$ cat src/rtl/btn_pkg.sv
`default_nettype none
// ============================================================================
// Module      : btn_pkg
// Description : Shared types and width helper for the push-button conditioner.
// Revision    : 1.0 - initial release
// ============================================================================
package btn_pkg;

    typedef enum logic [1:0] {
        IDLE   = 2'd0,
        DELAY  = 2'd1,
        REPEAT = 2'd2
    } rpt_state_t;

    // Counter width able to hold values 0 .. max(a,b)-1
    function automatic int clog2_max(input int a, input int b);
        return $clog2((a > b) ? a : b);
    endfunction

endpackage : btn_pkg
`default_nettype wire

$ cat src/rtl/btn_channel.sv
`default_nettype none
// ============================================================================
// Module      : btn_channel
// Description : One button channel: 2-flop synchroniser, debounce, press /
//               release events and optional auto-repeat (BTN_AUTOREPEAT_EN).
// Revision    : 1.0 - initial release
// ============================================================================
module btn_channel
    import btn_pkg::*;
#(
    parameter int DB_CYCLES     = 1000000,
    parameter int REPEAT_DELAY  = 30000000,
    parameter int REPEAT_PERIOD = 10000000,
    parameter int ACTIVE_LOW    = 0
) (
    input  logic clk,
    input  logic rst_n,
    input  logic pin_in,
    output logic pin_level,
    output logic pin_press,
    output logic pin_release,
    output logic pin_repeat
);

    localparam int              DB_W        = clog2_max(DB_CYCLES, DB_CYCLES);
    localparam logic [DB_W-1:0] c_db_last   = DB_W'(DB_CYCLES - 1);
    localparam logic            c_idle_pin  = (ACTIVE_LOW != 0);

    if (DB_CYCLES < 2) begin : g_bad_db
        $error("btn_channel: DB_CYCLES must be at least 2");
    end
    if (REPEAT_DELAY < 2 || REPEAT_PERIOD < 2) begin : g_bad_repeat
        $error("btn_channel: REPEAT_DELAY and REPEAT_PERIOD must be at least 2");
    end

    logic [1:0]      r_sync;
    logic [DB_W-1:0] r_db_cnt;
    logic            r_level;
    logic            r_press;
    logic            r_release;
    logic            w_in;
    logic            w_differ;
    logic            w_toggle;

    assign w_in     = r_sync[1] ^ c_idle_pin;
    assign w_differ = (w_in != r_level);
    assign w_toggle = w_differ && (r_db_cnt == c_db_last);

    always_ff @(posedge clk or negedge rst_n) begin
        if (!rst_n) begin
            r_sync    <= {2{c_idle_pin}};
            r_db_cnt  <= '0;
            r_level   <= 1'b0;
            r_press   <= 1'b0;
            r_release <= 1'b0;
        end else begin
            r_sync <= {r_sync[0], pin_in};
            if (!w_differ || w_toggle) begin
                r_db_cnt <= '0;
            end else begin
                r_db_cnt <= r_db_cnt + DB_W'(1);
            end
            if (w_toggle) begin
                r_level <= ~r_level;
            end
            r_press   <= w_toggle & ~r_level;
            r_release <= w_toggle & r_level;
        end
    end

    assign pin_level   = r_level;
    assign pin_press   = r_press;
    assign pin_release = r_release;

`ifdef BTN_AUTOREPEAT_EN
    localparam int                HOLD_W         = clog2_max(REPEAT_DELAY, REPEAT_PERIOD);
    localparam logic [HOLD_W-1:0] c_delay_last   = HOLD_W'(REPEAT_DELAY - 1);
    localparam logic [HOLD_W-1:0] c_period_last  = HOLD_W'(REPEAT_PERIOD - 1);

    rpt_state_t        r_state;
    rpt_state_t        w_state_nxt;
    logic [HOLD_W-1:0] r_hold;
    logic [HOLD_W-1:0] w_hold_nxt;
    logic              r_repeat;
    logic              w_repeat_nxt;

    always_ff @(posedge clk or negedge rst_n) begin
        if (!rst_n) begin
            r_state  <= IDLE;
            r_hold   <= '0;
            r_repeat <= 1'b0;
        end else begin
            r_state  <= w_state_nxt;
            r_hold   <= w_hold_nxt;
            r_repeat <= w_repeat_nxt;
        end
    end

    // Rise/fall use the debounce toggle so the FSM tracks the new level in the
    // same edge that pin_level changes.
    always_comb begin
        w_state_nxt  = r_state;
        w_hold_nxt   = r_hold;
        w_repeat_nxt = 1'b0;
        if (w_toggle && r_level) begin
            w_state_nxt = IDLE;
            w_hold_nxt  = '0;
        end else begin
            case (r_state)
                IDLE: begin
                    if (w_toggle) begin
                        w_state_nxt = DELAY;
                        w_hold_nxt  = '0;
                    end
                end
                DELAY: begin
                    if (r_hold == c_delay_last) begin
                        w_repeat_nxt = 1'b1;
                        w_state_nxt  = REPEAT;
                        w_hold_nxt   = '0;
                    end else begin
                        w_hold_nxt = r_hold + HOLD_W'(1);
                    end
                end
                REPEAT: begin
                    if (r_hold == c_period_last) begin
                        w_repeat_nxt = 1'b1;
                        w_hold_nxt   = '0;
                    end else begin
                        w_hold_nxt = r_hold + HOLD_W'(1);
                    end
                end
                default: begin
                    w_state_nxt = IDLE;
                    w_hold_nxt  = '0;
                end
            endcase
        end
    end

    assign pin_repeat = r_repeat;
`else
    assign pin_repeat = 1'b0;
`endif

endmodule : btn_channel
`default_nettype wire

$ cat src/rtl/btn_conditioner.sv
`default_nettype none
// ============================================================================
// Module      : btn_conditioner
// Description : PIN_NUM independent button channels; auto-repeat is built only
//               when BTN_AUTOREPEAT_EN is defined.
// Revision    : 1.0 - initial release
// ============================================================================
module btn_conditioner
    import btn_pkg::*;
#(
    parameter int PIN_NUM       = 3,
    parameter int DB_CYCLES     = 1000000,
    parameter int REPEAT_DELAY  = 30000000,
    parameter int REPEAT_PERIOD = 10000000,
    parameter int ACTIVE_LOW    = 0
) (
    input  logic               clk,
    input  logic               rst_n,
    input  logic [PIN_NUM-1:0] pin_in,
    output logic [PIN_NUM-1:0] pin_level,
    output logic [PIN_NUM-1:0] pin_press,
    output logic [PIN_NUM-1:0] pin_release,
    output logic [PIN_NUM-1:0] pin_repeat
);

    for (genvar i = 0; i < PIN_NUM; i++) begin : g_chan
        btn_channel #(
            .DB_CYCLES    (DB_CYCLES),
            .REPEAT_DELAY (REPEAT_DELAY),
            .REPEAT_PERIOD(REPEAT_PERIOD),
            .ACTIVE_LOW   (ACTIVE_LOW)
        ) u_chan (
            .clk        (clk),
            .rst_n      (rst_n),
            .pin_in     (pin_in[i]),
            .pin_level  (pin_level[i]),
            .pin_press  (pin_press[i]),
            .pin_release(pin_release[i]),
            .pin_repeat (pin_repeat[i])
        );
    end

endmodule : btn_conditioner
`default_nettype wire

$ cat config.mk
export PLATFORM = sky130hd
export DESIGN_NAME = btn_conditioner
export DESIGN_NICKNAME = d
export VERILOG_FILES = /design/src/rtl/btn_pkg.sv /design/src/rtl/btn_channel.sv /design/src/rtl/btn_conditioner.sv
export SDC_FILE = /design/constraint.sdc
export NUM_CORES = 1
export LEC_CHECK = 0
export CORE_ASPECT_RATIO = 0.6
export CORE_MARGIN = 10
export CORE_UTILIZATION = 60
export CTS_CLUSTER_SIZE = 40
export DETAILED_ROUTE_END_ITERATION = 10
export GPL_TIMING_DRIVEN = 0
export PLACE_DENSITY_LB_ADDON = 0.2
export SLEW_MARGIN = 20
export SYNTH_ARGS = -nofsm -noshare
export SYNTH_HDL_FRONTEND = slang
export SYNTH_SLANG_ARGS = --single-unit
$ cat constraint.sdc
create_clock -name clk -period 4.5 [get_ports clk]
set_clock_uncertainty 0.15 [all_clocks]
set_input_delay 0.45 -clock clk [delete_from_list [all_inputs] [get_ports clk]]
set_output_delay 0.45 -clock clk [all_outputs]
set_load 0.05 [all_outputs]
* Word-level counts from Yosys, hierarchy flattened *
Cells that the tools add are included.

storage, ports and cells
  bits of input ports = 5
  register bits = 75
  word-level logic and storage cells = 45

cells by class
  reduce and logical (&&, ||, !) cells = 9
  $add $sub $neg = 3
  muxes and demuxes = 3
  equal/unequal tests = 6
  bitwise gates (word level) = 9

operators with widths
  cell                                           number
  adder 20 x 1 -> 20 bit, second input constant  3
  equality test 20 bit, second input constant    3
  2-to-1 mux 20 bit                              3
  AND 1 bit                                      6
  logical AND 1 bit                              3
  zero test 1 bit                                3
  logical OR 1 bit                               3
  inequality test 1 bit                          3
  inverter 1 bit                                 3

* Depth between registers and ports, before layout *
  word-level depth = 4
  gate-level depth with buffers = 6

* By module *
From an unflattened synthesis, not the netlist that was laid out.

unflattened totals
  cells, all modules = 333
  area, all modules = 3498.4 µm²

modules (own cells, without submodules)
  module       sequential area each (µm²)  instances  cells an instance  area an instance (µm²)
  btn_channel  625.6                       3          111                1166.1

* Worst setup path after synthesis *
OpenSTA, ideal clock, no wires.

  kind = flip-flop to flip-flop
  start point = register g_chan[2].u_chan.r_db_cnt[8]
  end point = register g_chan[2].u_chan.r_level
  setup time = 0.125 ns
  stages on the path, launching flop included = 5
  path slack = 2.121 ns
  buffers on the path = 0
  arrival = 2.104 ns
  cell sequence = dfrtp_1 -> or4b_1 -> or4_4 -> or3_4 -> mux2_4

on the way
  cells in the longest elaborated chain, start to end = 2

RTL lines
  item                    RTL line           text
  start, declared         btn_channel.sv:37  logic [DB_W-1:0] r_db_cnt;
  start signal, assigned  btn_channel.sv:61  r_db_cnt <= r_db_cnt + DB_W'(1);
  equality test 20 bit    btn_channel.sv:47  assign w_toggle = w_differ && (r_db_cnt == c_db_last);
  logical AND 1 bit       btn_channel.sv:47
  end signal, assigned    btn_channel.sv:64  r_level <= ~r_level;
  end, declared           btn_channel.sv:38  logic r_level;

No other way between the ends.
A chain may end at the register's enable or synchronous reset.

* Worst setup path in the final report *
  start point = register g_chan[0].u_chan.r_db_cnt[0]
  end point = register g_chan[0].u_chan.r_db_cnt[8]

on the way
  cells in the longest elaborated chain, start to end = 4

RTL lines
  item                                                            RTL line           text
  start, declared                                                 btn_channel.sv:37
  start signal, assigned                                          btn_channel.sv:61
  branches (longest 3 deep; another with adder 20 x 1 -> 20 bit)  -
  2-to-1 mux 20 bit (*)                                           btn_channel.sv:58  if (!w_differ || w_toggle) begin

Mark *: on every way between the ends.

==> flow_metrics.env <==
export IMPL_crit_family="compound AO/OA/AOI/OAI gates"
export IMPL_cp_arrival_ns=2.67
export IMPL_path_cells="ha_1 -> and4_1 -> nand2_1 -> o31ai_2 -> clkbuf_1 -> nor2_1"
export IMPL_coreArea_mm2=0.00568
export IMPL_r2r_slack_ns=1.89
export IMPL_clk_latency_ns=0.35
export IMPL_yosysSeqAreaShare_pct=52.2
export IMPL_io_pins=17
export IMPL_post_route_period_util_pct=58.0
export IMPL_grt_pass1_vias=2608
export IMPL_power_density_mw_per_mm2=300
export IMPL_cts_made_buffers=9
export IMPL_vias=2657
export IMPL_ys_ff_latch=75
export IMPL_netlist_area_mm2=0.00359
export IMPL_diodes=0
export IMPL_irDropWorstVdd_mv=0.134
export IMPL_ant_nets=0
export IMPL_post_cts_buffers=0
export IMPL_synth_enable_flop_cells=0
export IMPL_yosysWarnings=0
export IMPL_slowest_stage="o31ai_2"
export IMPL_wl_um=6860
export IMPL_die_area_mm2=0.00958
export IMPL_hold_buffers=1
export IMPL_syn_inst=347
export IMPL_maxCapViolations=0
export IMPL_tns_ns=0
export IMPL_hp_class="register to register"
export IMPL_final_hold_viol_count=0
export IMPL_path_clk_slew_ns=0.08
export IMPL_ys_types=38
export IMPL_finalCriticalPeriod_ns=2.61
export IMPL_post_route_util_pct=71.3
export IMPL_cts_tree="done"
export IMPL_fin_nets=383
export IMPL_dp_cells=443
export IMPL_port_buffers=13
export IMPL_slew_limit_headroom_pct=46.0
export IMPL_antenna_found_initial=0
export IMPL_dieHeight_um=79.9
export IMPL_rows=21
export IMPL_grt_pass1_wl_um=12400
export IMPL_critPathMaxStageDelay_ns=0.71
export IMPL_grt_max_degree=46
export IMPL_place_congestion=0.831
export IMPL_drc=0
export IMPL_max_freq_mhz=383
export IMPL_cp_end_kind="register"
export IMPL_slew_violations=0
export IMPL_p_leak_nw=1.67
export IMPL_ctsResizeCount=0
export IMPL_drive_gt1_share_pct=11.6
export IMPL_clockRootBuffer="clkbuf_8"
export IMPL_yosys_area_top_type_share_pct=52.2
export IMPL_timing_hold_ws_ns=0.208
export IMPL_ys_top_cells_by_area="dfrtp_1, xor2_1, nor2_1"
export IMPL_worst_setup_path_start_kind="register"
export IMPL_cts_buffer_depth=2
export IMPL_initial_core_util_pct=63.3
export IMPL_grt_setup_unrepaired="no"
export IMPL_tightest_slew_ns=0.805
export IMPL_routedWlPerCell_um=14.9
export IMPL_h_tree_depth=3
export IMPL_synthArstFlopShare_pct=100
export IMPL_ys_flop_type="dfrtp_1"
export IMPL_die_x_um=120
export IMPL_first_pass_iters=4
export IMPL_status="complete, no violations"
export IMPL_critPathKind="register to register"
export IMPL_grt_overflow=0
export IMPL_drt_iter0_drc=238
export IMPL_hpwl_um=4750
export IMPL_path_max_fanout=10
export IMPL_setup_violations=0
export IMPL_required_ns=4.56
export IMPL_yosys_area_top_type="dfrtp_1"
export IMPL_syn_to_final_growth_pct=12.6
export IMPL_vias_per_cell=5.78
export IMPL_grtUsageTotal_pct=15.8
export IMPL_finalNonFillerCells=460
export IMPL_synth_avg_cell_area_um2=10.4
export IMPL_cts_sinks=75
export IMPL_crit_buf_inv=1
==> Yosys cell counts, types with 9 or more instances <==
| master | n |
|---|---|
| dfrtp_1 | 75 |
| nor2_1 | 42 |
| xor2_1 | 25 |
| nand3_1 | 23 |
| nand2_1 | 21 |
| a21oi_1 | 18 |
| xnor2_1 | 14 |
| buf_4 | 13 |
| nand4_1 | 11 |
| or4_1 | 11 |
| o21ai_0 | 9 |
| o31ai_1 | 9 |
| or3_1 | 9 |
==> cells by family after synthesis <==
family | Yosys count | synth area share [%]
xor+xnor | 39 | 9.51
compound gates | 39 | 6.83
buf+inv | 24 | 3.87
other cells | 1 | 0.104
simple gates | 163 | 25.4
fa+ha+maj | 3 | 1.05
mux | 3 | 1.04
flops | 75 | 52.2
==> metal layers <==
layer,track usage (%),vias up,routed length [um]
li1,-,1292,-
met1,21.4,1312,3560
met2,23.4,49,2950
met3,5.65,4,313
met4,4.44,0,30
met5,0,-,0
==> stage by stage <==
stage               setup slack, ns  total power [mW]  area (um^2)
floorplan                      2.12             0.729         3600
global placement              0.303             0.752         3830
detailed placement             1.95             0.756         3860
CTS                            1.91              1.23         4050
global route                   1.76              1.27         4050
finish                         1.89              1.21         4050
==> cells in the final DEF (no fill, tap or decap), types with 3 or more instances in the layout <==
| cell | count |
|---|---|
| ha_1 | 3 |
| xnor2_1 | 14 |
| nor3b_1 | 6 |
| nor4_1 | 6 |
| and4_1 | 8 |
| clkbuf_1 | 9 |
| o31ai_1 | 8 |
| clkdlybuf4s50_1 | 12 |
| nor3_1 | 4 |
| nand4_1 | 11 |
| nand3_1 | 23 |
| a21oi_1 | 18 |
| clkbuf_8 | 10 |
| buf_4 | 14 |
| inv_1 | 3 |
| or3_1 | 9 |
| or4_1 | 11 |
| o21ai_0 | 9 |
| nand2_1 | 21 |
| conb_1 | 3 |
| dfrtp_1 | 75 |
| nand4b_1 | 3 |
| and3_1 | 7 |
| xor2_1 | 25 |
| nor2_1 | 42 |
==> power breakdown <==
group,switching (mW),internal (mW),leakage [nW],total [mW]
combinational,0.0338,0.0170,0.556,0.0508
clock,0.253,0.217,0.0901,0.470
sequential,0.00941,0.683,1.03,0.692
==> final cells by class <==
cell class / count / area (um^2)
Buffer: 21 / 128
Clock buffer: 11 / 141
Clock inverter: 5 / 35.0
Fill cell: 413 / 1630
Inverter: 3 / 11.3
Multi-Input combinational cell: 250 / 1590
Sequential cell: 75 / 1880
Tap cell: 80 / 100
Timing Repair Buffer: 15 / 165
==> state kept, by name, indices dropped and copies added, names as in the netlist <==
register,count
g_chan.u_chan.r_db_cnt,60
g_chan.u_chan.r_sync,6
g_chan.u_chan.pin_level,3
g_chan.u_chan.pin_release,3
g_chan.u_chan.pin_press,3
==> final timing paths <==
kind	startpoint	endpoint	depth (start not counted)
worst min register to register	g_chan[0].u_chan.r_sync[0]	g_chan[0].u_chan.r_sync[1]	0
worst max-delay path	g_chan[0].u_chan.r_db_cnt[0]	g_chan[0].u_chan.r_db_cnt[8]	6
max in group asynchronous	rst_n	g_chan[0].u_chan.r_db_cnt[13]	3
worst min-delay path	g_chan[0].u_chan.r_sync[0]	g_chan[0].u_chan.r_sync[1]	0
min in group asynchronous	rst_n	g_chan[2].u_chan.pin_release	2
worst max register to register	g_chan[0].u_chan.r_db_cnt[0]	g_chan[0].u_chan.r_db_cnt[8]	6
No activity file was read; power rests on OpenSTA's default activity.
